===== src/rtl/uart_echo_fifo.sv =====
// UART receiver/transmitter with an oversampling tick generator and an RX->TX echo FIFO.
// Optional even parity on every frame is enabled by defining UART_PARITY_EN.

module uart_echo_fifo #(
    parameter int DATA_W  = 8,
    parameter int OVS     = 16,
    parameter int OVS_DIV = 27,
    parameter int FIFO_AW = 4
) (
    input  logic              sysclk,
    input  logic              reset,
    input  logic              rx,
    output logic              tx,
    input  logic              echo_en,
    output logic [DATA_W-1:0] rx_data,
    output logic              rx_valid,
    output logic              frame_err,
    output logic              overflow,
    output logic [FIFO_AW:0]  fifo_level,
    output logic              tx_busy
);

    localparam int CW    = $clog2(OVS_DIV);
    localparam int SW    = $clog2(OVS);
    localparam int BW    = $clog2(DATA_W);
    localparam int LW    = FIFO_AW + 1;
    localparam int DEPTH = 2 ** FIFO_AW;

    typedef enum logic [2:0] {
        RX_IDLE,
        RX_START,
        RX_DATA,
`ifdef UART_PARITY_EN
        RX_PAR,
`endif
        RX_STOP
    } rx_state_t;

    typedef enum logic [2:0] {
        TX_IDLE,
        TX_START,
        TX_DATA,
`ifdef UART_PARITY_EN
        TX_PAR,
`endif
        TX_STOP
    } tx_state_t;

    logic [CW-1:0] div_q;
    logic          tick;
    logic          tx_tick;

    assign tick    = (div_q == CW'(OVS_DIV - 1));
    assign tx_tick = tick;

    always_ff @(posedge sysclk or posedge reset) begin
        if (reset) div_q <= '0;
        else       div_q <= tick ? '0 : div_q + CW'(1);
    end

    logic rx_meta_q, rxs_q;

    always_ff @(posedge sysclk or posedge reset) begin
        if (reset) begin
            rx_meta_q <= 1'b1;
            rxs_q     <= 1'b1;
        end else begin
            rx_meta_q <= rx;
            rxs_q     <= rx_meta_q;
        end
    end

    // ---------------- receiver ----------------
    rx_state_t         rx_st_q, rx_st_d;
    logic [SW-1:0]     rx_sub_q, rx_sub_d;
    logic [BW-1:0]     rx_bit_q, rx_bit_d;
    logic [DATA_W-1:0] rx_sh_q, rx_sh_d;
    logic [DATA_W-1:0] rx_data_q, rx_data_d;
    logic              armed_q, armed_d;
    logic              rx_valid_q, rx_valid_d;
    logic              frame_err_q, frame_err_d;
    logic              push_q, push_d;
    logic              rx_par_ok;

`ifdef UART_PARITY_EN
    logic par_err_q, par_err_d;
    assign rx_par_ok = ~par_err_q;
`else
    assign rx_par_ok = 1'b1;
`endif

    always_comb begin
        rx_st_d     = rx_st_q;
        rx_sub_d    = rx_sub_q;
        rx_bit_d    = rx_bit_q;
        rx_sh_d     = rx_sh_q;
        rx_data_d   = rx_data_q;
        armed_d     = armed_q;
        rx_valid_d  = 1'b0;
        frame_err_d = 1'b0;
        push_d      = 1'b0;
`ifdef UART_PARITY_EN
        par_err_d   = par_err_q;
`endif
        if (tick) begin
            rx_sub_d = rx_sub_q + SW'(1);
            case (rx_st_q)
                // armed_q blocks re-triggering until the line has been seen high again
                RX_IDLE: begin
                    if (rxs_q) begin
                        armed_d = 1'b1;
                    end else if (armed_q) begin
                        armed_d  = 1'b0;
                        rx_sub_d = '0;
                        rx_st_d  = RX_START;
                    end
                end
                RX_START: begin
                    if (rx_sub_q == SW'(OVS / 2 - 1)) begin
                        rx_sub_d = '0;
                        rx_bit_d = '0;
                        rx_st_d  = rxs_q ? RX_IDLE : RX_DATA;
                    end
                end
                RX_DATA: begin
                    if (rx_sub_q == SW'(OVS - 1)) begin
                        rx_sub_d = '0;
                        rx_sh_d  = {rxs_q, rx_sh_q[DATA_W-1:1]};
                        if (rx_bit_q == BW'(DATA_W - 1)) begin
`ifdef UART_PARITY_EN
                            rx_st_d = RX_PAR;
`else
                            rx_st_d = RX_STOP;
`endif
                        end else begin
                            rx_bit_d = rx_bit_q + BW'(1);
                        end
                    end
                end
`ifdef UART_PARITY_EN
                RX_PAR: begin
                    if (rx_sub_q == SW'(OVS - 1)) begin
                        rx_sub_d  = '0;
                        par_err_d = rxs_q ^ (^rx_sh_q);
                        rx_st_d   = RX_STOP;
                    end
                end
`endif
                RX_STOP: begin
                    if (rx_sub_q == SW'(OVS - 1)) begin
                        rx_sub_d = '0;
                        rx_st_d  = RX_IDLE;
                        if (rxs_q && rx_par_ok) begin
                            rx_data_d  = rx_sh_q;
                            rx_valid_d = 1'b1;
                            push_d     = echo_en;
                        end else begin
                            frame_err_d = 1'b1;
                        end
                    end
                end
                default: rx_st_d = RX_IDLE;
            endcase
        end
    end

    always_ff @(posedge sysclk or posedge reset) begin
        if (reset) begin
            rx_st_q     <= RX_IDLE;
            rx_sub_q    <= '0;
            rx_bit_q    <= '0;
            rx_sh_q     <= '0;
            rx_data_q   <= '0;
            armed_q     <= 1'b1;
            rx_valid_q  <= 1'b0;
            frame_err_q <= 1'b0;
            push_q      <= 1'b0;
`ifdef UART_PARITY_EN
            par_err_q   <= 1'b0;
`endif
        end else begin
            rx_st_q     <= rx_st_d;
            rx_sub_q    <= rx_sub_d;
            rx_bit_q    <= rx_bit_d;
            rx_sh_q     <= rx_sh_d;
            rx_data_q   <= rx_data_d;
            armed_q     <= armed_d;
            rx_valid_q  <= rx_valid_d;
            frame_err_q <= frame_err_d;
            push_q      <= push_d;
`ifdef UART_PARITY_EN
            par_err_q   <= par_err_d;
`endif
        end
    end

    // ---------------- echo FIFO ----------------
    logic [DATA_W-1:0]  mem_q [DEPTH];
    logic [FIFO_AW-1:0] wr_ptr_q, rd_ptr_q;
    logic [LW-1:0]      level_q;
    logic               overflow_q;
    logic               pop;
    logic               push_ok;

    // level never exceeds DEPTH, so its MSB alone marks full
    assign push_ok = push_q && (!level_q[FIFO_AW] || pop);

    always_ff @(posedge sysclk or posedge reset) begin
        if (reset) begin
            wr_ptr_q   <= '0;
            rd_ptr_q   <= '0;
            level_q    <= '0;
            overflow_q <= 1'b0;
        end else begin
            if (push_ok) wr_ptr_q <= wr_ptr_q + FIFO_AW'(1);
            if (pop)     rd_ptr_q <= rd_ptr_q + FIFO_AW'(1);
            if (push_ok && !pop)      level_q <= level_q + LW'(1);
            else if (!push_ok && pop) level_q <= level_q - LW'(1);
            if (push_q && !push_ok) overflow_q <= 1'b1;
        end
    end

    always_ff @(posedge sysclk) begin
        if (push_ok) mem_q[wr_ptr_q] <= rx_data_q;
    end

    // ---------------- transmitter ----------------
    tx_state_t         tx_st_q, tx_st_d;
    logic [SW-1:0]     tx_sub_q, tx_sub_d;
    logic [BW-1:0]     tx_bit_q, tx_bit_d;
    logic [DATA_W-1:0] tx_sh_q, tx_sh_d;
    logic              tx_q, tx_d;
    logic              tx_end;
    logic              tx_load;

`ifdef UART_PARITY_EN
    logic tx_par_q, tx_par_d;
`endif

    assign tx_end = (tx_sub_q == SW'(OVS - 1));
    assign pop    = tx_load;

    always_comb begin
        tx_st_d  = tx_st_q;
        tx_sub_d = tx_sub_q;
        tx_bit_d = tx_bit_q;
        tx_sh_d  = tx_sh_q;
        tx_d     = tx_q;
        tx_load  = 1'b0;
`ifdef UART_PARITY_EN
        tx_par_d = tx_par_q;
`endif
        if (tx_tick) begin
            tx_sub_d = tx_end ? '0 : tx_sub_q + SW'(1);
            case (tx_st_q)
                TX_IDLE: tx_load = (level_q != '0);
                TX_START: begin
                    if (tx_end) begin
                        tx_d     = tx_sh_q[0];
                        tx_bit_d = '0;
                        tx_st_d  = TX_DATA;
                    end
                end
                TX_DATA: begin
                    if (tx_end) begin
                        if (tx_bit_q == BW'(DATA_W - 1)) begin
`ifdef UART_PARITY_EN
                            tx_d    = tx_par_q;
                            tx_st_d = TX_PAR;
`else
                            tx_d    = 1'b1;
                            tx_st_d = TX_STOP;
`endif
                        end else begin
                            tx_bit_d = tx_bit_q + BW'(1);
                            tx_sh_d  = tx_sh_q >> 1;
                            tx_d     = tx_sh_q[1];
                        end
                    end
                end
`ifdef UART_PARITY_EN
                TX_PAR: begin
                    if (tx_end) begin
                        tx_d    = 1'b1;
                        tx_st_d = TX_STOP;
                    end
                end
`endif
                // a queued word starts on the tick that ends STOP, keeping frames gapless
                TX_STOP: begin
                    if (tx_end) begin
                        tx_st_d = TX_IDLE;
                        tx_load = (level_q != '0);
                    end
                end
                default: tx_st_d = TX_IDLE;
            endcase
        end
        if (tx_load) begin
            tx_sh_d  = mem_q[rd_ptr_q];
            tx_d     = 1'b0;
            tx_sub_d = '0;
            tx_st_d  = TX_START;
`ifdef UART_PARITY_EN
            tx_par_d = ^mem_q[rd_ptr_q];
`endif
        end
    end

    always_ff @(posedge sysclk or posedge reset) begin
        if (reset) begin
            tx_st_q  <= TX_IDLE;
            tx_sub_q <= '0;
            tx_bit_q <= '0;
            tx_sh_q  <= '0;
            tx_q     <= 1'b1;
`ifdef UART_PARITY_EN
            tx_par_q <= 1'b0;
`endif
        end else begin
            tx_st_q  <= tx_st_d;
            tx_sub_q <= tx_sub_d;
            tx_bit_q <= tx_bit_d;
            tx_sh_q  <= tx_sh_d;
            tx_q     <= tx_d;
`ifdef UART_PARITY_EN
            tx_par_q <= tx_par_d;
`endif
        end
    end

    assign tx         = tx_q;
    assign rx_data    = rx_data_q;
    assign rx_valid   = rx_valid_q;
    assign frame_err  = frame_err_q;
    assign overflow   = overflow_q;
    assign fifo_level = level_q;
    assign tx_busy    = (tx_st_q != TX_IDLE);

endmodule


===== config.mk =====
export PLATFORM = sky130hd
export DESIGN_NAME = uart_echo_fifo
export DESIGN_NICKNAME = d
export VERILOG_FILES = /design/src/rtl/uart_echo_fifo.sv
export SDC_FILE = /design/constraint.sdc
export NUM_CORES = 1
export LEC_CHECK = 0
export BUFFER_PORTS_ARGS = -buffer_cell sky130_fd_sc_hd__buf_2
export CAP_MARGIN = 20
export CORE_ASPECT_RATIO = 1.1
export CORE_MARGIN = 2
export CORE_UTILIZATION = 37
export CTS_CLUSTER_DIAMETER = 60
export DETAILED_ROUTE_END_ITERATION = 12
export HOLD_SLACK_MARGIN = 0.03
export PLACE_DENSITY = 0.62
export RECOVER_POWER = 100
export SLEW_MARGIN = 0
export SYNTH_ARGS = -nofsm -noshare
export SYNTH_HDL_FRONTEND = slang
export SYNTH_SLANG_ARGS = --single-unit

===== constraint.sdc =====
create_clock -name sysclk -period 4.4 [get_ports sysclk]
set_clock_uncertainty 0.05 [all_clocks]
set_input_delay 0 -clock sysclk [delete_from_list [all_inputs] [get_ports sysclk]]
set_output_delay 0 -clock sysclk [all_outputs]
set_load 0.1 [all_outputs]

# Word-level counts from Yosys, hierarchy flattened
# Memory sizes are Yosys's and may differ from the RTL's.
# Cells that the tools add are included.
[word_totals]
register_bits = 70
ramBits = 128
mem_count = 1
[op_classes]
addsub = 9
n_eq_ne = 28
muxes = 61
n_reduce_logical = 29
[memory_table]
columns = ["memory", "depth", "width", "rd", "rd_clocked_by_memory_dff", "wr", "line_no", "rtl"]
rows = [
  ["mem_q", 16, 8, 1, 0, 1, "198", "logic [DATA_W-1:0] mem_q [DEPTH];"],
]
[ops]
columns = ["cell", "n"]
rows = [
  ["$mux 3", 17],
  ["$mux 8", 5],
  ["$mux 4", 7],
  ["$ne 2x2->1 const B", 12],
  ["$pmux 3 s4", 2],
  ["$mux 1", 21],
  ["$add 4x1->4 const B", 4],
  ["$mux 5", 3],
  ["$eq 3x2->1 const B", 4],
  ["$ne 3x3->1 const B", 4],
  ["$pmux 3 s2", 2],
  ["$pmux 4 s3", 1],
  ["$reduce_and 4->1", 3],
  ["$reduce_bool 2->1", 6],
  ["$add 5x1->5 const B", 2],
  ["$reduce_and 5->1", 2],
  ["$eq 4x4->1 const B", 2],
  ["$reduce_and 7->1", 1],
  ["$add 3x1->3 const B", 2],
  ["$eq 3x1->1 const B", 2],
  ["$eq 3x3->1 const B", 2],
  ["$logic_not 3->1", 2],
  ["$reduce_and 6->1", 1],
  ["$reduce_bool 3->1", 2],
  ["12 further kinds", 18],
]

# Logic depth before layout (Yosys ltp)
# Gate-level depths: netlist (run 1).
[logic_depth]
word_depth = 10
depth_mapped = 14
depth_no_buf = 14

# Worst setup path before layout (run 1)
# OpenSTA, ideal clock, no wires.
[synth_path]
kind = "register -> register"
start = "reg level_q[4], in the netlist fifo_level[4]"
end = "reg level_q[4], in the netlist fifo_level[4]"
setup_ns = 0.166
arrival_ns = 3.363
slack_ns = 0.820
path_stages_with_launch = 13
path_cell_list = "dfrtp_1 -> nor4_2 -> a2111oi_4 -> inv_2 -> a21boi_4 -> ha_1 -> inv_1 -> fa_1 -> a21o_1 -> a21oi_1 -> xnor2_1 -> nor2_1 -> xor2_1"
[synth_between]
elab_chain_cells = 9
word_cells_on_any_way = 16
classes_between = "2 x add/sub; 5 x mux; 9 x reduce/logical"
[synth_lines]
columns = ["element", "line_no", "rtl"]
rows = [
  ["start: declaration", "200", "logic [LW-1:0] level_q;"],
  ["start signal: assignment", "217", "if (push_ok && !pop) level_q <= level_q + LW'(1);"],
  ["start signal: assignment", "218", "else if (!push_ok && pop) level_q <= level_q - LW'(1);"],
  ["$reduce_bool 5->1", "256, 293", ""],
  ["$mux 1", "291", "if (tx_end) begin"],
  ["$pmux 1 s2", "255", "case (tx_st_q)"],
  ["$mux 1", "253", "if (tx_tick) begin"],
  ["$logic_or 1x1->1 (*)", "206", "assign push_ok = push_q && (!level_q[FIFO_AW] || pop);"],
  ["$logic_and 1x1->1 (*)", "206", ""],
  ["net push_ok", "203", "logic push_ok;"],
  ["$logic_not 1->1", "218", ""],
  ["$logic_and 1x1->1", "218", ""],
  ["$reduce_bool 2->1 (no line)", "--", ""],
]
# Mark *: on every way through the listed nets, which the timed path passes. The rest lies on a longest branch. The select of a mux whose other input is x is not followed.
# A chain may end at the register's enable or synchronous reset.

# Worst setup path after layout (run 1)
[layout_path]
start = "reg div_q[0]"
end = "reg level_q[4], in the netlist fifo_level[4]"
[layout_between]
elab_chain_cells = 7
word_cells_on_any_way = 10
classes_between = "1 x eq/ne; 2 x mux; 7 x reduce/logical"
[layout_lines]
columns = ["element", "line_no", "rtl"]
rows = [
  ["start: declaration", "49", "logic [CW-1:0] div_q;"],
  ["start signal: assignment", "58", "else div_q <= tick ? '0 : div_q + CW'(1);"],
  ["$eq 5x5->1 (*)", "53", "assign tick = (div_q == CW'(OVS_DIV - 1));"],
  ["$mux 1 (*)", "253", ""],
  ["$logic_or 1x1->1 (*)", "206", ""],
  ["$logic_and 1x1->1 (*)", "206", ""],
  ["net push_ok", "203", ""],
  ["$logic_not 1->1", "218", ""],
  ["$logic_and 1x1->1", "218", ""],
  ["$reduce_bool 2->1 (no line)", "--", ""],
]
# Mark *: on every way through the listed nets, which the timed path passes. The rest lies on a longest branch.

==> out/results.ini, run 1 <==
[cts]
cts_root_buf = clkbuf_16
clk_latency_ps = 430
cts_max_level = 4
cts_tree = done
clkTransAtPathRegs_ps = 70
post_cts.repair.setup_buffers = 0
cts_buffers = 17
clk_path_buf_depth = 2
cts.sinks = 196

[global_route]
overflow = 0
grt_pass1_wl_mm = 26.03
grt_max_degree = 69
grt_pass1_vias = 4665
antenna_found_initial = 0
grt_usage = 0.1456

[die]
core_area_um2 = 21970
dieArea_um2 = 23530
io_pins = 22
die-height_um = 160.7
start_util = 0.3759
fp.dieW_um = 146.4
row_count = 57

[sta]
timing.slew.headroom = -0.1079
hold_viol_final = 0
min_period_ps = 3863
rsz0062_at_grt = no
fmax_mhz = 258.9
setup_viol = 0
final_max_slew_viol_count = 69
worst_pin_slew_ps = 1662
fin_tns_setup_ps = 0
period_share = 0.8779

[logic_synthesis]
ys_warn_count = 0
synth_edf_count = 128
syn_area_um2 = 8257
synth_cell_types = 52
synth.avg_cell_area_um2 = 15.58
synth_mux_area_frac = 0.1226
synth-simple-area-share = 0.07638
synthCells = 530
synth_top_cell_area_share = 0.4655
yosys.area_share.adder = 0.03425
yosysMostFrequentCell = edfxtp_1
syn-num-nets = 556
synth-xor-area-share = 0.01379
synth_top_area_cell = edfxtp_1
synth.yosys.seq_area_share = 0.6722
synthArstFlopShare = 0.3469
synth_top_family_by_area = multiplexers
yosys_register_bits = 196
synth_compound_area_frac = 0.06319
synth_common_cells = 128 x edfxtp_1, 64 x dfrtp_1, 45 x nand2_1
synth_area_leaders = edfxtp_1 47%, dfrtp_1 19%, mux4_2 7.9%, ha_1 3.2%, mux2_2 3.1%
synthFlopType = edfxtp_1

[route]
dr.pass1.iters = 5
via_per_inst = 5.320
drc = 0
finalWirelength_mm = 16.25
drtIter0Drc = 393
vias = 4618
final_antenna_net_count = 0
wl_per_cell_um = 18.72

[setup_path]
slowest_stage = a2111oi_0
crit_chain = inv_1 -> ha_1 -> nand4b_4 -> a2111oi_0 -> buf_4 -> inv_2 -> a21boi_4 -> ha_1 -> inv_1 -> fa_1 -> a21o_1 -> a21oi_1 -> xnor2_1 -> nor2_1 -> xor2_1
critPathArrivalTime_ps = 4110
max_stage_delay_ps = 540
crit_path_max_fanout = 16
cp_top_family = compound AO/OA/AOI/OAI gates
cp_num_buf_inv = 4
cp_data_required_time_ps = 4650
worst-setup-path-type = reg2reg
endpoint_kind = flip-flop
worst_setup_path_start_kind = flip-flop

[cells_and_area]
diodes = 0
layout-drive-gt1-share = 0.1780
fillers = 2016
fin_cells = 868
areaGrowthSynthToFinish_pct = 12.21
fin_nets = 586
postLayoutCoreUtil = 0.4218

[status]
status = complete, but fails checks
violations = max-capacitance violations, max-slew violations

[place]
place_congestion = 0.8142
portBuffers = 21
dp.cells = 833
place_hpwl_mm = 10.81

[pwr]
powerDensity_nw_per_um2 = 378.8
total_leakage_power_nw = 3.041
vdd_ir_drop_max_uv = 231.1

[worst_hold_path]
hp-class = in2reg

[job]
cap_violations = 1

cell families after synthesis:
logic type               after synthesis
AO/OA/AOI/OAI                         73
multiplexers                          62
flip-flops                           196
AND/OR/NAND/NOR                      129
adder cells (fa/ha/maj)               22
XOR/XNOR                              13
buffers and inverters                 35
layer usage:
metal / wire (µm) / global-route usage
met5: 0 / 0
met4: 147 / 0.04501
met3: 686 / 0.03239
met2: 8260 / 0.2457
met1: 7155 / 0.1890
metrics by stage:
step	worst slack (ps)	area (µm²)	power, W	hold slack (ps)
6_report	537.4	9265	0.003510	178.1
5_1_grt	294.0	9265	0.003628	155.9
3_3_place_gp	842.2	8703	0.002004	58.87
4_1_cts	687.9	9328	0.003547	158.6
2_1_floorplan	820.2	8257	0.001998	-45.52
3_5_place_dp	704.6	8703	0.002004	56.71
path summary, 6_finish.rpt:
path | from | end | slack (ps) | depth (start not counted)
max in group asynchronous | reset | rd_ptr_q[0] | 2540 | 4
min reg2reg | rx_meta_q | rxs_q | 310 | 0
min | rx | rx_meta_q | 180 | 2
max reg2reg | div_q[0] | fifo_level[4] | 540 | 15
min in group asynchronous | reset | rx_bit_q[2] | 650 | 4
max | div_q[0] | fifo_level[4] | 540 | 15
state kept, by name, summed over array words and instances (netlist names):
| signal | flops |
|---|---|
| armed_q | 1 |
| div_q | 5 |
| fifo_level | 5 |
| frame_err | 1 |
| mem_q | 128 |
| overflow | 1 |
| push_q | 1 |
| rd_ptr_q | 4 |
| rx_bit_q | 3 |
| rx_data | 8 |
| rx_meta_q | 1 |
| rx_sh_q | 8 |
| rx_st_q | 2 |
| rx_sub_q | 4 |
| rx_valid | 1 |
| rxs_q | 1 |
| tx | 1 |
| tx_bit_q | 3 |
| tx_sh_q | 8 |
| tx_st_q | 2 |
| tx_sub_q | 4 |
| wr_ptr_q | 4 |
what timing repair did:
action | in CTS | in global routing
hold buffers | 3 | 0
endpoints found under the setup margin | 0 | 0
gates resized for setup | 0 | 0
hold endpoints to repair | 66 | 0
layout make-up:
type,instances,area [µm²],area share
inverter,13,48.80,0.005267
sequential,196,5552,0.5992
multi-input combinational,299,2542,0.2744
clock buffer,18,429.2,0.04632
timing repair buffer,33,158.9,0.01715
tap,295,369.1,0.03984
clock inverter,14,165.2,0.01783
placed cells by master (no fill, tap or decap), drive strengths merged, types with 13 or more instances in the layout:
| cell type | Yosys | final |
|---|---|---|
| clkbuf | 12 | 42 |
| dfrtp | 64 | 64 |
| nand2 | 45 | 45 |
| nor3 | 13 | 13 |
| nor2 | 28 | 28 |
| o21ai | 18 | 18 |
| edfxtp | 128 | 128 |
| mux4 | 29 | 29 |
| inv | 13 | 20 |
| mux2 | 23 | 23 |
| ha | 21 | 21 |
power by group:
group / internal [W] / leakage [nW] / total, W / switching [W]
logic: 0.00000428 / 0.963 / 0.0000179 / 0.0000137
registers: 0.00195 / 1.79 / 0.00195 / 0.00000111
clock network: 0.000812 / 0.287 / 0.00154 / 0.000733
total: 0.00276 / 3.04 / 0.00351 / 0.000747
Power figures use the tool's default switching activity.
==> run 2, diff against run 1 <==
Settings changed: RECOVER_POWER 100 to default.
==> run 2 against run 1 <==
Effect of this change:
- the run now ends clean
- non-clock buffer count is the same
- design area grew 0.68%
- register-to-register slack gained 160 ps
- critical endpoint unchanged
- cell count is the same
- wire length shrank 0.34%
- clock power is essentially flat
- sequential share of layout area shrank 0.40 points
- core utilization grew 0.28 points
- critical path depth is the same
- fmax grew 4.2%
- flip-flop and latch count is the same
==> out/results.ini, run 2 (synthesized netlist as in run 1, its figures left out) <==
[status]
status = completed

[sta]
worst_pin_slew_ps = 905.9  ; -756.0 ps
timing.slew.headroom = 0.3961  ; +0.5040
hold_viol_final = 0  ; unchanged
fin_tns_setup_ps = 0  ; unchanged
min_period_ps = 3706  ; -156.3 ps
fmax_mhz = 269.8  ; +4.2%
period_share = 0.8424  ; -0.03552
rsz0062_at_grt = no
final_max_slew_viol_count = 0  ; -100%
setup_viol = 0  ; unchanged

[die]
row_count = 57  ; unchanged
io_pins = 22  ; unchanged
core_area_um2 = 21970  ; unchanged
start_util = 0.3759  ; unchanged
dieArea_um2 = 23530  ; unchanged
die-height_um = 160.7  ; unchanged
fp.dieW_um = 146.4  ; unchanged

[setup_path]
r2r_slack_ps = 690  ; +160 ps
critPathArrivalTime_ps = 3960  ; -150 ps
r2r-end = fifo_level[4]
endpoint_kind = flip-flop
worst-setup-path-type = reg2reg
max_stage_delay_ps = 410  ; -130 ps
crit_chain = inv_1 -> ha_1 -> nand4b_4 -> a2111oi_4 -> buf_4 -> inv_2 -> a21boi_4 -> ha_1 -> inv_1 -> fa_1 -> a21o_1 -> a21oi_1 -> xnor2_1 -> nor2_1 -> xor2_1
r2r_cells = 15  ; unchanged
slowest_stage = dfrtp_1
crit_path_max_fanout = 16  ; unchanged
worst_setup_path_start_kind = flip-flop
r2r_start = div_q[0]
cp_data_required_time_ps = 4650  ; about the same

[route]
drtIter0Drc = 434  ; +10%
finalWirelength_mm = 16.19  ; -0.34%
vias = 4615  ; -0.065%
final_antenna_net_count = 0  ; unchanged
via_per_inst = 5.317  ; about the same
drc = 0  ; unchanged
wl_per_cell_um = 18.66  ; -0.34%
dr.pass1.iters = 5  ; unchanged

[worst_hold_path]
hp-class = in2reg
holdPathEnd = rx_meta_q
min-delay-start = rx
worstHoldPathCells = 2  ; unchanged

[pwr]
powerDensity_nw_per_um2 = 376.5  ; -0.61%
vdd_ir_drop_max_uv = 234.9  ; +1.7%
power_w = 0.003512  ; about the same
total_leakage_power_nw = 3.142  ; +3.3%

[cts]
clk_latency_ps = 430  ; about the same
cts_root_buf = clkbuf_16
cts_buffers = 17  ; unchanged
clk_path_buf_depth = 2  ; unchanged
cts_tree = done
clkTransAtPathRegs_ps = 70  ; about the same
cts.sinks = 196  ; unchanged
cts_max_level = 4  ; unchanged

[place]
place_hpwl_mm = 10.81  ; unchanged
place_congestion = 0.8142  ; unchanged
dp.cells = 833  ; unchanged
portBuffers = 21  ; unchanged

[cells_and_area]
fillers = 2000  ; -0.79%
final_cell_mix = 128 x edfxtp_1, 63 x dfrtp_1, 45 x nand2_1
layout-drive-gt1-share = 0.2216  ; +0.04363
seqCellArea_um2 = 5552  ; unchanged
top_register = mem_q
mostFrequentLayoutCell = edfxtp_1
multiInputGateArea_um2 = 2561  ; +0.74%
fin_nets = 586  ; unchanged
areaGrowthSynthToFinish_pct = 12.97
fin_cells = 868  ; unchanged
largest_reg_flops = 128  ; unchanged
diodes = 0  ; unchanged

[global_route]
antenna_found_initial = 0  ; unchanged
grt_max_degree = 69  ; unchanged
overflow = 0  ; unchanged
grt_pass1_wl_mm = 26.03  ; unchanged
grt_usage = 0.1456  ; unchanged
grt_pass1_vias = 4665  ; unchanged

[job]
cap_violations = 0  ; -1

[run 2: critical path, delay by kind of cell (launching register included)]
family,cells,cell delay [ps]
adders and majority gates,3,870
DFF,1,410
and+or+nand+nor,2,320
buffers and inverters,4,560
xor gates and xnor gates,2,290
AOI/OAI and AO/OA,4,1060
[run 2: routing by layer]
layer | vias up | GRT usage | routed length [µm]
met2 | 114 | 0.2457 | 8215
met4 | 0 | 0.04501 | 151
met3 | 15 | 0.03239 | 691
met5 | - | 0 | 0
li1 | 2081 | - | -
met1 | 2405 | 0.1890 | 7136
[run 2: layout make-up]
cell class | instances | share of cell area
flip-flops and latches | 196 | 0.5952
multi-input cells | 299 | 0.2746
clock buffers | 18 | 0.04601
well taps | 295 | 0.03957
repair buffers | 33 | 0.02173
clock inverters | 14 | 0.01771
inverters | 13 | 0.005231
[run 2: worst max-delay path by stage]
stage / from / depth (start not counted) / to / slack (ps)
finish: div_q[0] / 15 / fifo_level[4] / 690
global route: div_q[0] / 15 / fifo_level[4] / 490
CTS: div_q[0] / 15 / fifo_level[4] / 690
detailed placement: div_q[0] / 15 / fifo_level[4] / 700
global placement: div_q[0] / 15 / fifo_level[4] / 840
floorplan: fifo_level[4] / 12 / fifo_level[4] / 820
[run 2: stage by stage]
stage	setup WS, ps	area, µm²	utilization	hold slack [ps]
after floorplan	820.2	8257	-	-45.52
after global routing	488.0	9328	0.4246	155.9
after global placement	842.2	8703	0.3962	58.87
after detailed placement	704.6	8703	0.3962	56.71
after CTS	687.9	9328	0.4246	158.6
final	693.6	9328	0.4246	173.3
[run 2: repair_timing]
item                                    4_1_cts  5_1_grt
setup buffers                                 0        0
endpoints found under the setup margin        0        0
resized for setup                             0        0
hold buffers                                  3        0
hold endpoints to repair                     66        0
[run 2: power breakdown]
part	switching [W]	internal (W)	total (W)
clock network	0.000735	0.000812	0.00155
logic	0.0000139	0.00000462	0.0000185
registers	0.00000109	0.00195	0.00195
total	0.000749	0.00276	0.00351
